File: config.mk
export PLATFORM = sky130hd
export DESIGN_NAME = pipe_stall_ctrl
export DESIGN_NICKNAME = d
export VERILOG_FILES = /design/src/rtl/pipe_stall_ctrl.sv
export SDC_FILE = /design/constraint.sdc
export NUM_CORES = 1
export LEC_CHECK = 0
export BUFFER_PORTS_ARGS = -buffer_cell sky130_fd_sc_hd__buf_4
export CAP_MARGIN = 20
export CORE_UTILIZATION = 44
export CTS_BUF_LIST = sky130_fd_sc_hd__clkbuf_4
export DETAILED_ROUTE_END_ITERATION = 12
export MAX_ROUTING_LAYER = met4
export PLACE_DENSITY = 0.72
export SLEW_MARGIN = 20
export SYNTH_ARGS = -nofsm -noshare
export SYNTH_HDL_FRONTEND = slang
export SYNTH_SLANG_ARGS = --single-unit
File: constraint.sdc
create_clock -name clk -period 4.2 [get_ports clk]
set_input_delay 0.42 -clock clk [delete_from_list [all_inputs] [get_ports clk]]
set_output_delay 0.42 -clock clk [all_outputs]
set_load 0.05 [all_outputs]
File: src/rtl/pipe_stall_ctrl.sv
// Central pipeline stall controller: merges ID/MEM stall requests, sequences
// multi-cycle EX ops through IDLE/BUSY/DONE, and counts PC-stall cycles.
module pipe_stall_ctrl #(
   parameter int MC_CYCLES = 4,
   parameter int CNT_W     = 32
) (
   input  logic             clk,
   input  logic             rst,
   input  logic             stallreq_id,
   input  logic             stallreq_mem,
   input  logic             mc_start,
   input  logic             mc_cancel,
   input  logic             perf_clr,
   output logic [5:0]       stall,
   output logic             mc_busy,
   output logic             mc_done,
   output logic [CNT_W-1:0] stall_cnt
);

   localparam int CW = $clog2(MC_CYCLES + 1);

   typedef enum logic [1:0] {IDLE, BUSY, DONE} state_t;

   state_t        state;
   logic [CW-1:0] cnt;
   logic          ex_req;

   // The entry cycle in IDLE already stalls EX, so BUSY only covers the rest.
   always_comb ex_req = ~mc_cancel & (((state == IDLE) & mc_start) | (state == BUSY));

   // Gated by reset so the outputs hold their reset values while rst is low.
   always_comb begin
      stall = 6'b000000;
      if (!rst)              stall = 6'b000000;
      else if (stallreq_mem) stall = 6'b011111;
      else if (ex_req)       stall = 6'b001111;
      else if (stallreq_id)  stall = 6'b000111;
   end

   assign mc_busy = (state == BUSY);
   assign mc_done = (state == DONE) & ~mc_cancel;

   always_ff @(posedge clk or negedge rst) begin
      if (!rst) begin
         state <= IDLE;
         cnt   <= '0;
      end else if (mc_cancel) begin
         state <= IDLE;
         cnt   <= '0;
      end else begin
         case (state)
            IDLE: if (mc_start) begin
               state <= BUSY;
               cnt   <= CW'(MC_CYCLES - 1);
            end
            BUSY: if (cnt == CW'(1)) state <= DONE;
                  else               cnt   <= cnt - CW'(1);
            // The finishing op still presents mc_start here, so it is ignored.
            DONE: if (!stallreq_mem) state <= IDLE;
            default: state <= IDLE;
         endcase
      end
   end

   always_ff @(posedge clk or negedge rst) begin
      if (!rst)                            stall_cnt <= '0;
      else if (perf_clr)                   stall_cnt <= '0;
      else if (stall[0] && stall_cnt != '1) stall_cnt <= stall_cnt + CNT_W'(1);
   end

endmodule

; ---- Word level (Yosys, flattened, before mapping)
; Index checks and enable logic that the tools add are counted.
[word_totals]
register_bits = 37
latch_bits = 0
ram_bits = 0
rom_bits = 0
in_bits = 7
out_inout_bits = 40
wordCells = 39
n_memories = 0
[classes]
n_addsub = 2
n_mul = 0
div_mod_pow = 0
magnitude_cmp = 0
n_eq_ne = 8
shifts = 0
muxes = 15
bitwise_logic = 5
n_reduce_logical = 6
[ops]
columns = op, n
row1 = two-way mux 32 bit, 2
row2 = "adder 32 x 1 -> 32 bit, second input constant", 1
row3 = "inequality test 32 bit, second input constant", 1
row4 = two-way mux 3 bit, 4
row5 = two-way mux 5 bit, 2
row6 = "inequality test 3 bit, second input constant", 3
row7 = two-way mux 2 bit, 4
row8 = one-hot mux 2 bit (3 select lines), 1
row9 = one-hot mux 3 bit (2 select lines), 1
row10 = AND reduction 3 bit, 2
row11 = two-way mux 4 bit, 1
row12 = AND 1 bit, 3
row13 = "== test 3 x 1 -> 1 bit, second input constant", 1
row14 = "inequality test 3 x 2 -> 1 bit, second input constant", 1
row15 = nonzero test 3 bit, 1
row16 = "subtractor 3 x 1 -> 3 bit, second input constant", 1
row17 = "== test 2 x 1 -> 1 bit, second input constant", 1
row18 = "== test 2 bit, second input constant", 1
row19 = zero test 2 bit, 1
row20 = nonzero test 2 bit, 1
row21 = logical AND 1 bit, 1
row22 = NOT 1 bit, 1
row23 = bitwise OR 1 bit, 1

; ---- Longest topological paths before layout
; Gate-level depths: netlist (run 1).
[depth]
ltp_word = 10
depth_mapped = 9
mapped_depth_nobuf = 7

; ---- Worst setup path before layout (run 1)
; Ideal clock, no wire load.
[synth_timing]
path_type = register to register
from = reg stall_cnt[0]
to = reg stall_cnt[11]
setup_time_ps = 132
arrival_time_ps = 2069
required_time_ps = 4068
path_slack_ps = 1999
path_stages_with_launch = 10
n_path_buf = 2
synth_period_minus_slack_ps = 2201
cell_sequence = dfrtp_1 > ha_1 > and4_1 > buf_4 > nand3_2 > nor3_4 > buf_6 > nor3_2 > xnor2_1 > nor2_1
[synth_via]
elab_chain_cells = 3
word_cells_on_any_way = 6
classes_between = add/sub: 1 / eq/ne: 1 / mux: 2 / reduce/logical: 2
[synth_rtl]
columns = element, line_no
row1 = "start, declared", 17  ; output logic [CNT_W-1:0] stall_cnt
row2 = "start signal, assigned", 68  ; else if (stall[0] && stall_cnt != '1) stall_cnt <= stall_cnt + CNT_W'(1);
row3 = adder 32 x 1 -> 32 bit or inequality test 32 bit (tied branches), 68
row4 = two-way mux 32 bit or logical AND 1 bit (tied branches), 68
row5 = two-way mux 32 bit or nonzero test 2 bit (tied branches), --
; Parallel ways exist; a longest one is shown, timed or not. The select of a mux whose other input is x is not followed.
; A chain may end at the register's enable or synchronous reset.

; ---- Worst setup path in the final report (run 1)
[layout_timing]
from = reg state[1]
to = out stall[0]
[layout_via]
elab_chain_cells = 7
word_cells_on_any_way = 8
classes_between = eq/ne: 1 / mux: 3 / bitwise: 3 / reduce/logical: 1
[layout_rtl]
columns = element, line_no
row1 = "start, declared", 24  ; state_t state;
row2 = "start signal, assigned", 45  ; state <= IDLE;
row3 = "start signal, assigned", 48  ; state <= IDLE;
row4 = "start signal, assigned", 53  ; state <= BUSY;
row5 = zero test 2 bit, 29  ; always_comb ex_req = ~mc_cancel & (((state == IDLE) & mc_start) | (state == BUSY));
row6 = AND 1 bit, 29
row7 = bitwise OR 1 bit *, 29
row8 = AND 1 bit *, 29
row9 = two-way mux 4 bit *, 36  ; else if (ex_req) stall = 6'b001111;
row10 = two-way mux 5 bit *, 35  ; else if (stallreq_mem) stall = 6'b011111;
row11 = two-way mux 5 bit *, 34  ; if (!rst) stall = 6'b000000;
row12 = "end, declared", 14  ; output logic [5:0] stall,
; Every way passes the cells marked *; elsewhere a longest branch is shown, timed or not.

==> results of run 1 <==
[layer usage]
metal | vias to the layer above | track usage, % | share of wire [%]
met4 | 0 | 5.556 | 1.2
met5 | - | - | 0
met3 | 7 | 5.213 | 4.9
li1 | 871 | - | -
met1 | 846 | 24.76 | 48
met2 | 51 | 30.14 | 46
[state kept, by name, summed over array words and instances (netlist names)]
register and cells:
state 2, cnt 3, stall_cnt 32
[cell type report]
cell class / count / area [µm²] / area share (%)
clock inverter: 2 / 10.01 / 0.3786
tap: 67 / 83.83 / 3.171
multi-input combinational: 175 / 1221 / 46.19
clock buffer: 6 / 45.04 / 1.704
inverter: 5 / 20.02 / 0.7572
timing repair buffer: 45 / 337.8 / 12.78
sequential: 37 / 925.9 / 35.02
[Yosys cell counts, types with 2 or more instances]
cell,count
and4_4,2
inv_1,4
buf_4,6
nor3_4,2
nand3_2,3
o21ai_1,2
nor4b_2,3
a21oi_1,10
nand4_1,7
and2_2,4
nand2b_1,2
nor3b_1,2
nor2_1,34
o21ai_0,5
xnor2_1,22
nand4_4,2
xor2_1,2
nor3_1,7
dfrtp_1,37
nor4_1,4
ha_1,3
nand3_1,9
and2_1,3
or3_1,4
clkbuf_1,3
nand2_1,12
and4_1,4
nor3_2,8
nor2_2,4
[power by group through the flow]
stage               Combinational, mW  Clock [mW]  Sequential (mW)
detailed placement             0.0925           0            0.376
finish                         0.0910       0.188            0.369
floorplan                      0.0595           0            0.382
CTS                            0.0926       0.198            0.369
global placement               0.0910           0            0.376
global route                    0.101       0.211            0.370
[cells by family after synthesis]
| logic type | Yosys count |
|---|---|
| other | 1 |
| XOR/XNOR | 24 |
| AND/OR/NAND/NOR | 124 |
| buffers and inverters | 16 |
| adder cells (fa/ha/maj) | 3 |
| AO/OA/AOI/OAI | 22 |
| flip-flops | 37 |
| multiplexers | 1 |
[worst max-delay path, stage by stage, from the launching register on]
cell	delay, ns
dfrtp_1	0.48
o31ai_4	0.40
nand2_2	0.35
clkinv_2	0.22
buf_4	0.23
[cells in the final DEF, fill, tap and decap left out, drive strengths merged, types with 6 or more instances in the layout]
cell type and instances:
and4 7, a21oi 10, nand3 13, buf 45, dfrtp 37, clkbuf 6
nand4 9, o21ai 7, and2 7, nand2 13, xnor2 22, nor3 17
nor2 38
[worst max path at each step]
stage	startpoint	endpoint	cells after the start
after floorplan	stall_cnt[0]	stall_cnt[11]	9
after CTS	state[1]	stall[0]	4
final	state[1]	stall[0]	4
after global placement	stall_cnt[0]	stall_cnt[13]	7
after global routing	state[1]	stall[0]	4
after detailed placement	stall_cnt[0]	stall_cnt[13]	7
==> impl_metrics.csv, run 1 <==
group,metric,value,unit
global_route,antenna_found_initial,0,
drt,wl,4494,µm
critical_path,r2r_slack,1.88,ns
drt,ant_nets,0,
clocking,cts_buffers,5,
die,ioPinCount,47,
timing,setup_viol_count_final,0,
synth,synth_cells,228,
synth,synthFlopType,"dfrtp_1",
drt,viasPerCell,5.267,
clocking,clock_sinks,37,
synth,synth_compound_area_share,6.089,%
drt,dr.first_iter.drc_count,81,
job,maxCapViolCount,0,
critical_path,r2r-end,"stall_cnt[16]",
clocking,path_clk_slew,0.11,ns
synth,yosysTopAreaCellShare,41.34,%
critical_path,rr_worst_depth,7,
final_layout,layout.nets,279,
synth,avgSynthCellArea,9.823,µm²
critical_path,cp-end-kind,"primary output",
synth,synth_edf_count,0,
place,io_buffers,45,
pwr,p_sw,189.8,µW
synth,synth-seq-cells,37,
timing,layout_min_cycle_time,2.454,ns
timing,fin_worst_skew,0.01150,ns
timing,fin_crit_sh,58.42,%
synth,synth.distinct_cells,47,
critical_path,critPathLaunchType,"flip-flop",
pwr,clkPwrFrac,29.1,%
pwr,power,648.2,µW
timing,final.setup.tns,0,ns
pwr,powerDensity,245.2,mW/mm²
outcome,status,"finished, final reports clean",
timing,holdWs,0.03615,ns
clocking,insertion_delay,0.34,ns
global_route,grt_pass1_vias,1671,
final_layout,fin_cells,337,
die,rows,25,
drt,drt-pass1-iter-count,4,
timing,drv_slew,0,
synth,yosysWarnings,0,
critical_path,regToRegStartpoint,"stall_cnt[1]",
clocking,cts_hold_buf,0,
timing,hold_viol,0,
die,die_w,73.35,µm
timing,setup_ws,1.746,ns
critical_path,worstSetupPathType,"flip-flop to primary output",
synth,muxShareOfSynthArea,0.6704,%
clocking,clockBufferDepth,2,
global_route,grt_usage,19.32,%
pwr,switching_share,29.28,%
synth,yosys-top-cells-area,"dfrtp_1, xnor2_1, nor2_1",
critical_path,crit_arrival,2.03,ns
timing,fmax,407.5,MHz
timing,tightest_slew,0.8403,ns
final_layout,utilization,54.88,%
pwr,pwr-share-comb,14.0,%
place,dpl_cell_area,0.002589,mm²
timing,grt_setup_unrepaired,"no",
final_layout,n_antenna_cell,0,
place,place_ws,1.865,ns
place,hpwl,3254,µm
clocking,cts_setup_buffers,0,
synth,synth_fp_nets,238,
drt,drc,0,
global_route,overflow,0,
synth,synth_simple_gate_area_share,36.54,%
drt,post_drt_wl_per_cell,13.34,µm
final_layout,drive_above_1_share,33.33,%
clocking,cts_tree,"yes",
place,dp_cells,329,
pwr,internal-power,458.4,µW
synth,ys_seq_area_share,41.34,%
min_path,hold_class,"input port to async pin",
synth,synth_top_family_by_area,"simple AND/OR/NAND/NOR gates",
final_layout,syn2layout_area_growth,18.04,%
clocking,ctsResizeCount,0,
die,core_area,0.004817,mm²
die,die-area,0.005379,mm²
critical_path,crit_required,3.78,ns
timing,relSlewSlack,43.80,%
die,start_util,46.49,%
global_route,grt_max_degree,43,
synth,synth_top_area_cell,"dfrtp_1",
clocking,h-tree-depth,2,
synth,synth_adder_area_share,1.676,%
global_route,grt_pass1_wl,7707,µm
critical_path,crit_fanout,18,
place,gp_congestion,0.8129,
synth,ys_async_sr_fraction,100.0,%
pwr,peakVddDrop,0.1656,mV
final_layout,final_area,0.002644,mm²
die,die_y,73.35,µm
pwr,p_leak,1.122,nW
drt,vias,1775,
clocking,root_buffer,"clkbuf_4",
final_layout,n_fill_cell,463,
synth,synthesis.area,0.002240,mm²
pwr,seqPwrFrac,56.9,%
synth,synth-xor-area-share,9.385,%
Note: power is estimated with default switching activity, not from simulation.
==> run 2, diff against run 1 <==
--- a/config.mk
+++ b/config.mk
@@ -11,7 +11,7 @@
 export CTS_BUF_LIST = sky130_fd_sc_hd__clkbuf_4
 export DETAILED_ROUTE_END_ITERATION = 12
 export MAX_ROUTING_LAYER = met4
-export PLACE_DENSITY = 0.72
+export PLACE_DENSITY = 0.75
 export SLEW_MARGIN = 20
 export SYNTH_ARGS = -nofsm -noshare
 export SYNTH_HDL_FRONTEND = slang
==> constraint.sdc (replaced) <==
create_clock -name clk -period 2.2 [get_ports clk]
set_input_delay 0.22 -clock clk [delete_from_list [all_inputs] [get_ports clk]]
set_output_delay 0.22 -clock clk [all_outputs]
set_load 0.05 [all_outputs]
==> run 2 against run 1 <==
  * Wire length about the same
  * Combinational power increased by 96%
  * Total power increased by 89%
  * Clock-buffer cell count unchanged
  * Sequential cell count unchanged
  * Sequential power increased by 91%
  * Final cell count increased by 2.1%
  * Global-route usage decreased by 0.23 points
  * Die area unchanged
  * First-iteration DRC count increased by 41%
  * Final area increased by 2.2%
==> impl_metrics.csv, run 2 (synthesis results as in run 1) <==
group,metric,value,unit
outcome,status,"finished, final reports clean",
die,start_util,46.49,%
critical_path,critPathLaunchType,"flip-flop",
job,maxCapViolCount,0,
final_layout,final_common_cell,"buf_4",
final_layout,syn2layout_area_growth,20.67,%
final_layout,largest_reg_flops,32,
clocking,path_clk_slew,0.10,ns
timing,layout_min_cycle_time,2.031,ns
global_route,overflow,0,
place,io_buffers,45,
final_layout,drive_above_1_share,35.02,%
min_path,hold_class,"input port to flip-flop",
final_layout,multi_input_area,0.001221,mm²
global_route,grt_pass1_vias,1690,
drt,drc,0,
final_layout,layout_common_cells,"buf_4, dfrtp_1, nor2_1, xnor2_1, nand2_1",
critical_path,crit_fanout,12,
pwr,powerDensity,453.9,mW/mm²
critical_path,crit_required,1.98,ns
drt,post_drt_wl_per_cell,13.07,µm
timing,fin_crit_sh,92.30,%
clocking,ctsResizeCount,0,
timing,grt_setup_unrepaired,"no",
timing,final.setup.tns,0,ns
clocking,insertion_delay,0.34,ns
die,die-area,0.005379,mm²
clocking,root_buffer,"clkbuf_4",
final_layout,reg.largest.list,"stall_cnt (32), cnt (3), state (2)",
timing,setup_viol_count_final,0,
final_layout,seq_area,927.1,µm²
die,die_w,73.35,µm
global_route,grt_pass1_wl,7631,µm
die,rows,25,
timing,hold_viol,0,
global_route,antenna_found_initial,0,
pwr,peakVddDrop,0.3013,mV
final_layout,layout.nets,287,
final_layout,n_antenna_cell,0,
clocking,h-tree-depth,2,
final_layout,n_fill_cell,457,
final_layout,final_area,0.002703,mm²
critical_path,cp-end-kind,"primary output",
clocking,clock_sinks,37,
drt,viasPerCell,5.198,
critical_path,worstSetupPathType,"flip-flop to primary output",
pwr,p_leak,1.157,nW
critical_path,crit_arrival,1.81,ns
drt,ant_nets,0,
global_route,grt_usage,19.09,%
global_route,grt_max_degree,35,
clocking,clockBufferDepth,2,
place,hpwl,3332,µm
drt,drt-pass1-iter-count,4,
final_layout,max_flop_register,"stall_cnt",
die,ioPinCount,47,
clocking,cts_tree,"yes",
die,die_y,73.35,µm
clocking,cts_setup_buffers,0,
die,core_area,0.004817,mm²
place,gp_congestion,0.8096,
timing,drv_slew,0,
timing,fin_worst_skew,0.01033,ns
drt,wl,4496,µm
timing,fmax,492.4,MHz
drt,dr.first_iter.drc_count,114,
drt,vias,1788,
clocking,cts_buffers,5,
place,dpl_cell_area,0.002643,mm²
[run 2: cell types whose count changed in the layout (fill, tap and decap cells not counted)]
cell / before / now
buf_4: 45 / 52
clkinv_2: 3 / 2
dfrtp_1: 37 / 36
dfrtp_2: 0 / 1
dlygate4sd3_1: 0 / 1
[run 2: worst paths after layout]
| path | startpoint | to | slack [ns] | depth (start not counted) |
|---|---|---|---|---|
| min in group asynchronous | rst | stall_cnt[12] | 0.25 | 2 |
| worst min-delay path | mc_cancel | cnt[2] | 0.11 | 2 |
| worst min register to register | cnt[1] | cnt[1] | 0.53 | 2 |
| worst max register to register | stall_cnt[0] | stall_cnt[29] | 0.23 | 7 |
| worst max-delay path | state[1] | stall[0] | 0.17 | 4 |
| max in group asynchronous | rst | stall_cnt[0] | 1.31 | 3 |
[run 2: area by class of cell]
| class | instances | area share [%] |
|---|---|---|
| Tap cell | 67 | 3.102 |
| Timing Repair Buffer | 53 | 14.81 |
| Clock inverter | 1 | 0.1852 |
| Clock buffer | 6 | 1.667 |
| Sequential cell | 37 | 34.31 |
| Inverter | 5 | 0.7407 |
| Multi-Input combinational cell | 175 | 45.19 |
[run 2: repair_timing]
action | 4_1_cts | 5_1_grt
hold buffers | 1 | 0
hold endpoints to repair | 6 | 0
setup endpoints to repair | 0 | 0
[run 2: layer usage]
metal  GRT usage [%]  vias up  share of wire, %
met3           5.075        6               3.7
met5               -        -                 0
met2           29.94       34                49
met1           24.08      848                46
li1                -      900                 -
met4           6.197        0               1.3
[run 2: metrics by stage]
| stage | total power, mW | utilization, % | worst slack, ns | hold slack (ns) | cells |
|---|---|---|---|---|---|
| finish | 1.227 | 56.10 | 0.1693 | 0.1093 | 344 |
| global route | 1.288 | 56.10 | 0.04353 | 0.08718 | 344 |
| CTS | 1.247 | 56.10 | 0.1377 | 0.08937 | 344 |
| detailed placement | 0.8969 | 54.86 | 0.2283 | 0.06800 | 336 |
| global placement | 0.8940 | 54.86 | 0.2728 | 0.06525 | 336 |
| floorplan | 0.8429 | - | 0.01159 | -0.07559 | 228 |
[run 2: critical path: stages (launching register included)]
cell	delay [ns]
dfrtp_1	0.48
o31ai_4	0.36
nand2_2	0.25
clkinv_2	0.17
buf_4	0.22
[run 2: where the power goes]
group,internal (mW),total (mW),switching (mW)
clock,0.130,0.344,0.214
sequential,0.692,0.705,0.0125
combinational,0.0527,0.178,0.125
total,0.875,1.23,0.352
